### config.mk
export PLATFORM = sky130hd
export DESIGN_NAME = alu_sequencer
export DESIGN_NICKNAME = d
export VERILOG_FILES = /design/src/rtl/alu_sequencer.sv
export SDC_FILE = /design/constraint.sdc
export NUM_CORES = 1
export LEC_CHECK = 0
export BUFFER_PORTS_ARGS = -buffer_cell sky130_fd_sc_hd__buf_2
export CAP_MARGIN = 5
export CORE_AREA = 2 2 72 74
export DETAILED_ROUTE_END_ITERATION = 10
export DIE_AREA = 0 0 74 76
export HOLD_SLACK_MARGIN = 0.15
export PLACE_DENSITY = 0.56
export SLEW_MARGIN = 10
export SYNTH_ARGS = -nofsm -noshare
export SYNTH_HDL_FRONTEND = slang
export SYNTH_SLANG_ARGS = --single-unit
### constraint.sdc
create_clock -name clk -period 2.87 [get_ports clk]
set_input_delay 0 -clock clk [delete_from_list [all_inputs] [get_ports clk]]
set_output_delay 0 -clock clk [all_outputs]
set_load 0.05 [all_outputs]
### src/rtl/alu_sequencer.sv
// alu_sequencer: Hack-style instruction sequencer that drives one external ALU.
// It accepts a 16-bit instruction word over a valid/ready handshake and runs
// each instruction through IDLE -> EXEC -> WRITE. In EXEC it drives the ALU
// controls and operands and captures the ALU result. It also keeps the A, D
// and PC registers and issues memory writes.
// Ports:
//   clk, rst_n               clock, asynchronous active-low reset
//   in_valid/in_ready        instruction handshake; in_instr is the word
//   m_in                     memory operand M
//   zx,nx,zy,ny,f,no         ALU control bits (non-zero only in EXEC)
//   alu_x, alu_y, alu_r      ALU operands out, combinational ALU result in
//   a_reg, d_reg, pc         architectural registers
//   m_out, m_we              memory write data and 1-cycle write strobe
//   zr, ng                   flags of the last captured result
//   done                     1-cycle retire pulse (during WRITE)
module alu_sequencer #(
  parameter int unsigned WIDTH = 4
) (
  input  logic             clk,
  input  logic             rst_n,
  input  logic             in_valid,
  output logic             in_ready,
  input  logic [15:0]      in_instr,
  input  logic [WIDTH-1:0] m_in,
  output logic             zx,
  output logic             nx,
  output logic             zy,
  output logic             ny,
  output logic             f,
  output logic             no,
  output logic [WIDTH-1:0] alu_x,
  output logic [WIDTH-1:0] alu_y,
  input  logic [WIDTH-1:0] alu_r,
  output logic [WIDTH-1:0] a_reg,
  output logic [WIDTH-1:0] d_reg,
  output logic [WIDTH-1:0] pc,
  output logic [WIDTH-1:0] m_out,
  output logic             m_we,
  output logic             zr,
  output logic             ng,
  output logic             done
);

  typedef enum logic [1:0] {
    IDLE  = 2'd0,
    EXEC  = 2'd1,
    WRITE = 2'd2
  } state_e;

  state_e             state_q, state_d;
  logic [15:0]        ir_q, ir_d;
  logic [WIDTH-1:0]   a_q, a_d, d_q, d_d, pc_q, pc_d, m_out_q, m_out_d;
  logic               zr_q, zr_d, ng_q, ng_d, m_we_q, m_we_d, done_q, done_d;

  // Instruction register field decode
  logic               is_c;
  logic               sel_m;
  logic [5:0]         ctl;
  logic [2:0]         dest;
  logic [2:0]         jmp;
  logic               unused_ir_c;

  assign is_c        = ir_q[15];
  assign sel_m       = ir_q[12];
  assign ctl         = ir_q[11:6];
  assign dest        = ir_q[5:3];
  assign jmp         = ir_q[2:0];
  assign unused_ir_c = ^ir_q[14:13];

  // Flags of the result being captured this cycle and the jump decision
  logic               r_zr, r_ng, taken;
  logic               exec_c;

  assign r_zr   = (alu_r == '0);
  assign r_ng   = alu_r[WIDTH-1];
  assign taken  = (jmp[2] & r_ng) | (jmp[1] & r_zr) | (jmp[0] & ~r_ng & ~r_zr);
  assign exec_c = (state_q == EXEC) && is_c;

  // ALU drive: only a C-instruction in EXEC produces non-zero controls/operands
  assign {zx, nx, zy, ny, f, no} = exec_c ? ctl : 6'd0;
  assign alu_x    = exec_c ? d_q : '0;
  assign alu_y    = exec_c ? (sel_m ? m_in : a_q) : '0;
  assign in_ready = (state_q == IDLE);

  assign a_reg = a_q;
  assign d_reg = d_q;
  assign pc    = pc_q;
  assign m_out = m_out_q;
  assign m_we  = m_we_q;
  assign zr    = zr_q;
  assign ng    = ng_q;
  assign done  = done_q;

  // State and datapath registers
  always_ff @(posedge clk or negedge rst_n) begin
    if (!rst_n) begin
      state_q <= IDLE;
      ir_q    <= '0;
      a_q     <= '0;
      d_q     <= '0;
      pc_q    <= '0;
      m_out_q <= '0;
      zr_q    <= 1'b0;
      ng_q    <= 1'b0;
      m_we_q  <= 1'b0;
      done_q  <= 1'b0;
    end else begin
      state_q <= state_d;
      ir_q    <= ir_d;
      a_q     <= a_d;
      d_q     <= d_d;
      pc_q    <= pc_d;
      m_out_q <= m_out_d;
      zr_q    <= zr_d;
      ng_q    <= ng_d;
      m_we_q  <= m_we_d;
      done_q  <= done_d;
    end
  end

  // Next-state and capture logic; done/m_we are set leaving EXEC so they are high in WRITE
  always_comb begin
    state_d = state_q;
    ir_d    = ir_q;
    a_d     = a_q;
    d_d     = d_q;
    pc_d    = pc_q;
    m_out_d = m_out_q;
    zr_d    = zr_q;
    ng_d    = ng_q;
    m_we_d  = 1'b0;
    done_d  = 1'b0;
    case (state_q)
      IDLE: begin
        if (in_valid) begin
          ir_d    = in_instr;
          state_d = EXEC;
        end
      end
      EXEC: begin
        state_d = WRITE;
        done_d  = 1'b1;
        if (is_c) begin
          if (dest[2]) a_d = alu_r;
          if (dest[1]) d_d = alu_r;
          if (dest[0]) begin
            m_out_d = alu_r;
            m_we_d  = 1'b1;
          end
          zr_d = r_zr;
          ng_d = r_ng;
          // a_q still holds the pre-instruction A value here
          pc_d = taken ? a_q : pc_q + WIDTH'(1);
        end else begin
          a_d  = ir_q[WIDTH-1:0];
          pc_d = pc_q + WIDTH'(1);
        end
      end
      WRITE:   state_d = IDLE;
      default: state_d = IDLE;
    endcase
  end

endmodule

Word level (Yosys, flattened, before mapping)
Index checks and enable logic that the tools add are counted.
W data, S select, Z words.

storage, ports and cells
  register bits = 38
  bits of input ports = 27
  output and inout port bits = 35
  logic and storage cells = 44

operators by class
  add/sub/neg operators = 1
  eq/ne operators = 3
  multiplexer cells = 14
  bitwise gates (word level) = 8
  reductions and logical operators = 8

operators with widths
  kind                   count
  $mux W4                7
  $mux W6                1
  $reduce_and A2 Y1      3
  $reduce_and A3 Y1      2
  $add A4 B1 Y4 const B  1
  $and A1 B1 Y1          4
  $logic_not A4 Y1       1
  $mux W1                4
  $ne A2 B2 Y1 const B   2
  $pmux W2 S2            1
  $eq A2 B1 Y1 const B   1
  $logic_not A2 Y1       1
  $mux W2                1
  $not A1 Y1             2
  $or A1 B1 Y1           2
  $logic_and A1 B1 Y1    1

Logic depth before layout (Yosys ltp)
Gate-level depths: netlist of the first run.

  word-level depth = 6
  depth in mapped cells = 6
  gate-level depth less buffers = 5

Least setup slack after synthesis of the first run
OpenSTA, ideal clock, no wires.

  path kind = reg2reg
  start = register state_q[1]
  end = register ir_q[10]
  library setup time = 0.125 ns
  data arrival time = 2.052 ns
  required time = 2.745 ns
  slack = 0.693 ns
  stages on the path, launching flop included = 6
  buffers on the path = 2
  period minus slack after synthesis = 2.177 ns
  cell sequence = dfrtp_1 nor2_1 and2_1 clkbuf_1 buf_2 mux2_2

on the way
  longest elaborated chain between the ends = 2

RTL lines
  element                             line  RTL
  start, declared                     50    state_e state_q, state_d;
  start signal, assigned              108   state_q <= state_d;
  $logic_not A2 Y1                    --
  net in_ready                        22    output logic in_ready,
  $reduce_and A2 Y1 (no source line)  --
  end signal, assigned                109   ir_q <= ir_d;
  end, declared                       51    logic [15:0] ir_q, ir_d;

The timed path passes the listed nets, and every way through them passes these cells.
A chain may end at the register's enable or synchronous reset.

Worst setup path in the final report of the first run
  start = register state_q[1]
  end = output port alu_y[0]

on the way
  longest elaborated chain between the ends = 3

RTL lines
  element              line  RTL
  $eq A2 B1 Y1         77    assign exec_c = (state_q == EXEC) && is_c;
  $logic_and A1 B1 Y1  77
  $mux W4              82    assign alu_y = exec_c ? (sel_m ? m_in : a_q) : '0;
  end, declared        32    output logic [WIDTH-1:0] alu_y,

Every way passes these cells.

==> impl_metrics.ini, run 1 <==
[finish]
largest_register_ffs = 14
multi_input_area_um2 = 702
layout-drive-gt1-share = 0.426
syn_to_final_growth_pct = 37.8
regArea_um2 = 901
nNetsFinal = 244
largest_register = ir_q
fin_util = 0.463
n_antenna_cell = 0
fillers = 478

[floorplan]
rows = 26
io_pins = 62
die_y_um = 76
core_area_mm2 = 0.00491
die_area_mm2 = 0.00562
chipWidth_um = 74
start_util = 0.336

[cts]
cts_buffers = 5
cts_buffer_depth = 2
post_cts_buffers = 0
cts.sinks = 36
htree_levels = 2
tritoncts = yes
ctsResizeCount = 0
root_buffer = clkbuf_8
clk_pin_slew_worst_paths_ns = 0.07
clock_latency_ns = 0.28

[worst_setup_path]
critical_path.endpoint_type = output port
cp_max_fo = 17
critPathKind = reg -> out
arrival_ns = 2.02
reg2reg_setup_slack_ns = 0.97
worstSetupStartpointType = flip-flop
required_ns = 2.87
r2r.worst_path.cells = 5

[power_and_ir_drop]
power.share.sequential = 0.375
clkPwrFrac = 0.145
internal-power_w = 0.00120
ir_drop_mv = 0.573
pwr-share-comb = 0.480
power_density_mw_per_mm2 = 1010
leakagePower_nw = 1.12
p_switching_w = 0.00110
p_sw_frac = 0.479

[sta]
finalSetupTns_ns = 0
drv_slew = 0
rsz0062_at_grt = no
hold_viol = 0
finalClockSkew_ns = 0.00340
fin_crit_sh = 0.704
setup_viol = 0
whs_ns = 0.338
final_period_minus_worst_setup_slack_ns = 2.02
tightest_slew_ns = 0.794
clock.fmax_ghz = 0.495
relSlewSlack = 0.471

[synthesis]
ys_ff_latch = 36
yosysSeqAreaShare = 0.546
syn_inst = 139
syn_area_mm2 = 0.00165
syn-num-nets = 167
synth-main-ff-cell = dfrtp_1
syn_area_per_cell_um2 = 11.9
ys_async_sr_fraction = 1.00
synth_cell_type_count = 27
synth_edf_count = 0
yosys_warnings = 0

[global_routing]
grt_pass1_vias = 1351
grt_max_degree = 37
grt_pass1_wl_um = 6450
grt_use_total = 0.150
grt-ovfl-total = 0
antenna_found_initial = 0

[outcome]
run_status = finished, final reports clean

[detailed_routing]
avgViaCountPerCell = 4.78
routedWlPerCell_um = 13.7
ant_nets = 0
drc = 0
routed_wl_um = 3910
vias = 1368
drt_iter0_drc = 43
dr.pass1.iters = 4

[min_path]
hold_path.class = in -> async

[placement]
dpl.hpwl_um = 2610
portBuffers = 59
gp_congestion = 0.723

[run]
drv_cap = 0
==> critical path: stages, from the launching register on <==
cell	delay [ns]
dfrtp_1	0.37
nand2b_1	0.25
clkinv_1	0.22
buf_4	0.25
nand2_1	0.18
nor2_1	0.18
buf_2	0.27
==> cell families (layout without fill, tap and decap cells) <==
kind of cell             after synthesis  after routing  synth area share
buffers and inverters                 12             89            0.0281
adder cells (fa/ha/maj)                1              1           0.00759
AO/OA/AOI/OAI                         20             20            0.0789
flip-flops                            36             36             0.546
AND/OR/NAND/NOR                       40             40             0.139
multiplexers                          30             30             0.200
==> layout make-up <==
cell class,count,share of cell area
clock inverter,1,0.00220
inverter,3,0.00496
timing repair buffer,79,0.217
clock buffer,6,0.0319
multi-input combinational,91,0.309
sequential,36,0.396
tap,70,0.0385
==> worst paths after layout <==
path                               to        from
max                          alu_y[0]  state_q[1]
min                           ir_q[0]       rst_n
max reg2reg                  m_out[2]  state_q[1]
min reg2reg                  m_out[2]    m_out[2]
max in group asynchronous     ir_q[9]       rst_n
min in group clk           state_q[0]    in_valid
==> routing by layer <==
metal,global-route usage,wire [um],share of wire
met5,0,0,0
met4,0.0600,74,0.019
met3,0.0384,210,0.054
met2,0.238,1880,0.48
met1,0.194,1750,0.45
==> what timing repair did <==
item,CTS,global route
hold buffers,19,0
hold endpoints to repair,62,0
endpoints found under the setup margin,0,0
==> cells in the mapped netlist (all sizes together), types with 2 or more instances <==
| cell type | number | share of area |
|---|---|---|
| and2 | 3 | 0.013 |
| nand2b | 4 | 0.015 |
| nand3b | 2 | 0.0091 |
| buf | 2 | 0.0053 |
| and3 | 10 | 0.038 |
| dfrtp | 36 | 0.55 |
| a21oi | 6 | 0.018 |
| o22ai | 6 | 0.023 |
| nand2 | 10 | 0.023 |
| inv | 2 | 0.0046 |
| nor2 | 5 | 0.011 |
| o211ai | 3 | 0.014 |
| mux2 | 24 | 0.16 |
| a22o | 2 | 0.011 |
| clkbuf | 7 | 0.016 |
| mux2i | 6 | 0.036 |
| nand3 | 3 | 0.0091 |
==> cell usage in the layout, fill, tap and decap left out, drive strengths merged <==
cell type,count
and2,3
dlygate4sd3,19
clkinv,2
inv,2
a311o,1
dfrtp,36
nor4,1
mux2,24
o21ai,1
buf,60
nor2,5
clkbuf,6
a21oi,6
or3,1
a22o,2
a211oi,1
ha,1
o22ai,6
nand2b,4
nand4,1
nand3,3
nand2,10
mux2i,6
nand3b,2
o211ai,3
and3,10
==> through the flow <==
stage,power (W),area (um2),worst slack (ns),instances
floorplan,0.00169,1650,0.693,139
global placement,0.00196,2000,0.931,260
detailed placement,0.00197,2000,0.944,260
CTS,0.00233,2270,0.814,286
global route,0.00245,2270,0.613,286
finish,0.00230,2270,0.848,286
==> power by group through the flow <==
stage,logic (W),registers (W),clock network [W]
6_report,0.00111,0.000864,0.000333
5_1_grt,0.00118,0.000893,0.000375
4_1_cts,0.00111,0.000866,0.000349
3_5_place_dp,0.00109,0.000874,0
3_3_place_gp,0.00108,0.000872,0
2_1_floorplan,0.000441,0.00125,0
(Power assumes the default switching activity.)
==> run 2, diff against run 1 <==
==> constraint.sdc (replaced) <==
create_clock -name clk -period 1.9 [get_ports clk]
set_input_delay 0 -clock clk [delete_from_list [all_inputs] [get_ports clk]]
set_output_delay 0 -clock clk [all_outputs]
set_load 0.05 [all_outputs]
==> impl_metrics.ini, run 2 (synthesis results as in run 1) <==
[global_routing]
grt_util_met2 = 0.250
grt-ovfl-total = 0
grt_use_met3 = 0.0397
grt_use_total = 0.159
grtUsageMet1 = 0.198
grt_pass1_wl_um = 6800
grt_pass1_vias = 1443
antenna_found_initial = 0
grt.busiest_layer = met2
grt_max_degree = 37

[cts]
cts_buffers = 5
cts.sinks = 36
cts_buffer_depth = 2
htree_levels = 2
clock_latency_ns = 0.29
clk_pin_slew_worst_paths_ns = 0.07
tritoncts = yes
root_buffer = clkbuf_8

[floorplan]
start_util = 0.336
die_y_um = 76
core_area_mm2 = 0.00491
io_pins = 62
die_area_mm2 = 0.00562
chipWidth_um = 74
rows = 26

[finish]
fillers = 462
n_antenna_cell = 0
nNetsFinal = 252
layout-drive-gt1-share = 0.455
largest_register = ir_q
largest_register_ffs = 14
syn_to_final_growth_pct = 43.4
layout_commonest_cell = buf_2
layout_common_cells = buf_2 (59), dfrtp_1 (36), mux2_2 (24), dlygate4sd3_1 (20)
fin_util = 0.481

[power_and_ir_drop]
leakagePower_nw = 1.16
pwr-share-comb = 0.480
internal-power_w = 0.00193
power_density_mw_per_mm2 = 1530
clkPwrFrac = 0.162
p_sw_frac = 0.467
ir_drop_mv = 0.777
p_switching_w = 0.00169
power.share.sequential = 0.358

[worst_setup_path]
required_ns = 1.90
arrival_ns = 1.72
worstSetupStartpointType = flip-flop
critPathKind = reg -> out
cp_max_fo = 11
critical_path.endpoint_type = output port

[sta]
drv_slew = 0
clock.fmax_ghz = 0.581
hold_viol = 0
tightest_slew_ns = 0.836
final_period_minus_worst_setup_slack_ns = 1.72
rsz0062_at_grt = no
finalClockSkew_ns = 0.00318
whs_ns = 0.239
relSlewSlack = 0.443
setup_viol = 0
fin_crit_sh = 0.906
finalSetupTns_ns = 0

[min_path]
hold_path.class = in -> reg

[placement]
gp_congestion = 0.715
portBuffers = 59
dpl.hpwl_um = 2750

[outcome]
run_status = finished, final reports clean

[detailed_routing]
avgViaCountPerCell = 4.78
ant_nets = 0
routed_wl_um = 4170
drt_iter0_drc = 45
routedWlPerCell_um = 14.2
drc = 0
vias = 1404
dr.pass1.iters = 4

[run]
drv_cap = 0
run 2: cell count changes in the layout (fill, tap and decap cells not counted):
| cell | change |
|---|---|
| clkinvlp_4 | +1 |
| nor2_1 | -1 |
| dlygate4sd3_1 | +1 |
| nor2_4 | +1 |
| clkbuf_1 | -1 |
| buf_4 | +7 |
| clkinv_2 | -1 |
| clkbuf_8 | +2 |
| clkinv_1 | -1 |
run 2: path summary, 6_finish.rpt:
kind                            startpoint    endpoint  slack (ns)  cells after the start
worst min-delay path              in_valid  state_q[0]        0.24                      3
worst min register to register    ir_q[11]    ir_q[11]        0.50                      1
min in group asynchronous            rst_n          zr        0.35                      2
worst max-delay path            state_q[1]    alu_y[2]        0.18                      5
worst max register to register  state_q[1]    ir_q[12]        0.22                      4
max in group asynchronous            rst_n    ir_q[11]        1.03                      2
run 2: layer usage:
metal  share of wire  wire length, um
met4           0.026              110
met3           0.046              192
met2            0.48             1980
met1            0.45             1880
met5               0                0
run 2: metrics by stage:
step / cells / power, W / setup WS, ns / area [um2]
after floorplan: 139 / 0.00256 / 0.128 / 1660
after global placement: 267 / 0.00300 / 0.276 / 2060
after detailed placement: 267 / 0.00302 / 0.242 / 2060
after CTS: 294 / 0.00366 / 0.0753 / 2360
after global routing: 294 / 0.00383 / 0.0443 / 2360
final: 294 / 0.00363 / 0.178 / 2360
run 2: power by group through the flow:
stage / logic, W / clock network, W / registers, W
after floorplan: 0.000669 / 0 / 0.00189
after global placement: 0.00169 / 0 / 0.00131
after detailed placement: 0.00171 / 0 / 0.00132
after CTS: 0.00175 / 0.000614 / 0.00130
after global routing: 0.00184 / 0.000643 / 0.00135
final: 0.00174 / 0.000588 / 0.00130
run 2: area by class of cell:
cell class | count | area (um2) | share of cell area
Inverter | 3 | 15.0 | 0.00635
Tap cell | 70 | 87.6 | 0.0370
Timing Repair Buffer | 87 | 556 | 0.235
Clock buffer | 7 | 96.3 | 0.0407
Sequential cell | 36 | 901 | 0.381
Multi-Input combinational cell | 91 | 709 | 0.300
run 2: critical path, stage by stage (launching register included):
cell	delay (ns)
dfrtp_1	0.40
nand2b_1	0.20
clkinvlp_4	0.21
nand2_1	0.19
nor2_1	0.16
buf_2	0.27
run 2: repair_timing:
action                     CTS  global route
setup buffers                0             0
resized for setup            0             1
setup endpoints to repair    0            11
hold endpoints to repair    62             0
hold buffers                20             0
==> run 3, diff against run 2 <==
--- a/config.mk
+++ b/config.mk
@@ -12,6 +12,7 @@
 export DIE_AREA = 0 0 74 76
 export HOLD_SLACK_MARGIN = 0.15
 export PLACE_DENSITY = 0.56
+export REMOVE_ABC_BUFFERS = 1
 export SLEW_MARGIN = 10
 export SYNTH_ARGS = -nofsm -noshare
 export SYNTH_HDL_FRONTEND = slang
==> impl_metrics.ini, run 3 (synthesis results as in run 1) <==
[sta]
setup_viol = 0
finalSetupTns_ns = 0
final_period_minus_worst_setup_slack_ns = 1.69
finalClockSkew_ns = 0.00455
postLayoutSetupSlackWorst_ns = 0.214
clock.fmax_ghz = 0.593
tightest_slew_ns = 0.806
hold_viol = 0
relSlewSlack = 0.463
rsz0062_at_grt = no
drv_slew = 0
fin_crit_sh = 0.888

[placement]
place_area_mm2 = 0.00203
dpl.hpwl_um = 2650
gp_congestion = 0.731
portBuffers = 59
pre_cts_slack_ns = 0.431
dp_cells = 264

[global_routing]
grt-ovfl-total = 0
grt_pass1_vias = 1339
grtUsageMet1 = 0.195
grt_use_total = 0.144
antenna_found_initial = 0
grt_util_met2 = 0.217
grt_use_met3 = 0.0384
grt_max_degree = 37
grt_pass1_wl_um = 6260
grt.busiest_layer = met2

[worst_setup_path]
crit_start = state_q[1]
r2r.worst_path.cells = 6
crit_end = ny
rr_endpoint = a_reg[3]
arrival_ns = 1.69
cp_max_fo = 20
worst-path-stages = 5
slowest_stage = dfrtp_1
crit_chain = nand2b_1, clkinv_1, buf_4, and3_1, buf_2
reg2reg_setup_slack_ns = 0.45
required_ns = 1.90
cpPeakStageDelay_ns = 0.37
crit-reg2reg-launch = state_q[1]
worstSetupStartpointType = flip-flop
crit_family = buffers and inverters
critPathKind = reg -> out
cp_num_buf_inv = 3
critical_path.endpoint_type = output port

[detailed_routing]
vias = 1384
routedWlPerCell_um = 13.2
avgViaCountPerCell = 4.76
ant_nets = 0
drc = 0
drt_iter0_drc = 55
dr.pass1.iters = 6
routed_wl_um = 3840

[cts]
clk_pin_slew_worst_paths_ns = 0.07
post_cts_buffers = 0
htree_levels = 2
ctsResizeCount = 0
hold_buffers = 19
tritoncts = yes
cts_buffers = 5
clock_latency_ns = 0.28
cts.sinks = 36
cts_buffer_depth = 2
root_buffer = clkbuf_8

[finish]
largest_register = ir_q
stdcell_area_mm2 = 0.00231
layout_commonest_cell = buf_2
layout-drive-gt1-share = 0.434
nNetsFinal = 248
layout.cells.non_filler = 291
syn_to_final_growth_pct = 40.4
n_antenna_cell = 0
largest_register_ffs = 14
layout_common_cells = buf_2 (59), dfrtp_1 (36), mux2_2 (24), dlygate4sd3_1 (19)
fillers = 477

[floorplan]
start_util = 0.336
io_pins = 62
rows = 26
core_area_mm2 = 0.00491
die_area_mm2 = 0.00562
die_y_um = 76
chipWidth_um = 74

[power_and_ir_drop]
leakagePower_nw = 1.14
power_density_mw_per_mm2 = 1530
ir_drop_mv = 0.582
power_w = 0.00355

[min_path]
hold_path.class = in -> reg

[outcome]
run_status = finished, final reports clean

[run]
drv_cap = 0
==> run 3: metal layers <==
metal / up-vias / wire, um
met5: - / 0
met1: 673 / 1720
met4: 0 / 74
met3: 8 / 232
li1: 660 / -
met2: 43 / 1820
==> run 3: worst min-delay path, stage by stage <==
cell	delay [ns]
buf_2	0.07
and2_1	0.11
buf_4	0.23
==> run 3: metrics by stage <==
step	hold slack, ns	utilization
floorplan	-0.296	-
global placement	0.141	0.414
detailed placement	0.129	0.414
CTS	0.200	0.471
global route	0.203	0.471
finish	0.198	0.471
==> run 3: area by class of cell <==
type                    instances  area (um2)  area share
clock buffers                   8        90.1      0.0389
inverters                       3        11.3     0.00486
repair buffers                 83         523       0.226
well taps                      70        87.6      0.0378
flip-flops and latches         36         901       0.389
multi-input cells              91         702       0.303
==> run 3: power by group <==
| part | switching (W) | leakage, nW | internal (W) | total, W |
|---|---|---|---|---|
| logic | 0.00116 | 0.670 | 0.000548 | 0.00171 |
| registers | 0.000247 | 0.424 | 0.00104 | 0.00129 |
| clock network | 0.000257 | 0.0455 | 0.000296 | 0.000553 |
| total | 0.00166 | 1.14 | 0.00188 | 0.00355 |
==> run 3: worst min-delay path by stage <==
stage,from,end,slack [ns],cells after the start
final,in_valid,state_q[0],0.20,3
after floorplan,rst_n,a_reg[0],-0.30,0
after detailed placement,rst_n,m_we,0.13,1
after CTS,in_valid,state_q[0],0.20,3
after global routing,in_valid,state_q[0],0.20,3
after global placement,rst_n,m_we,0.14,1
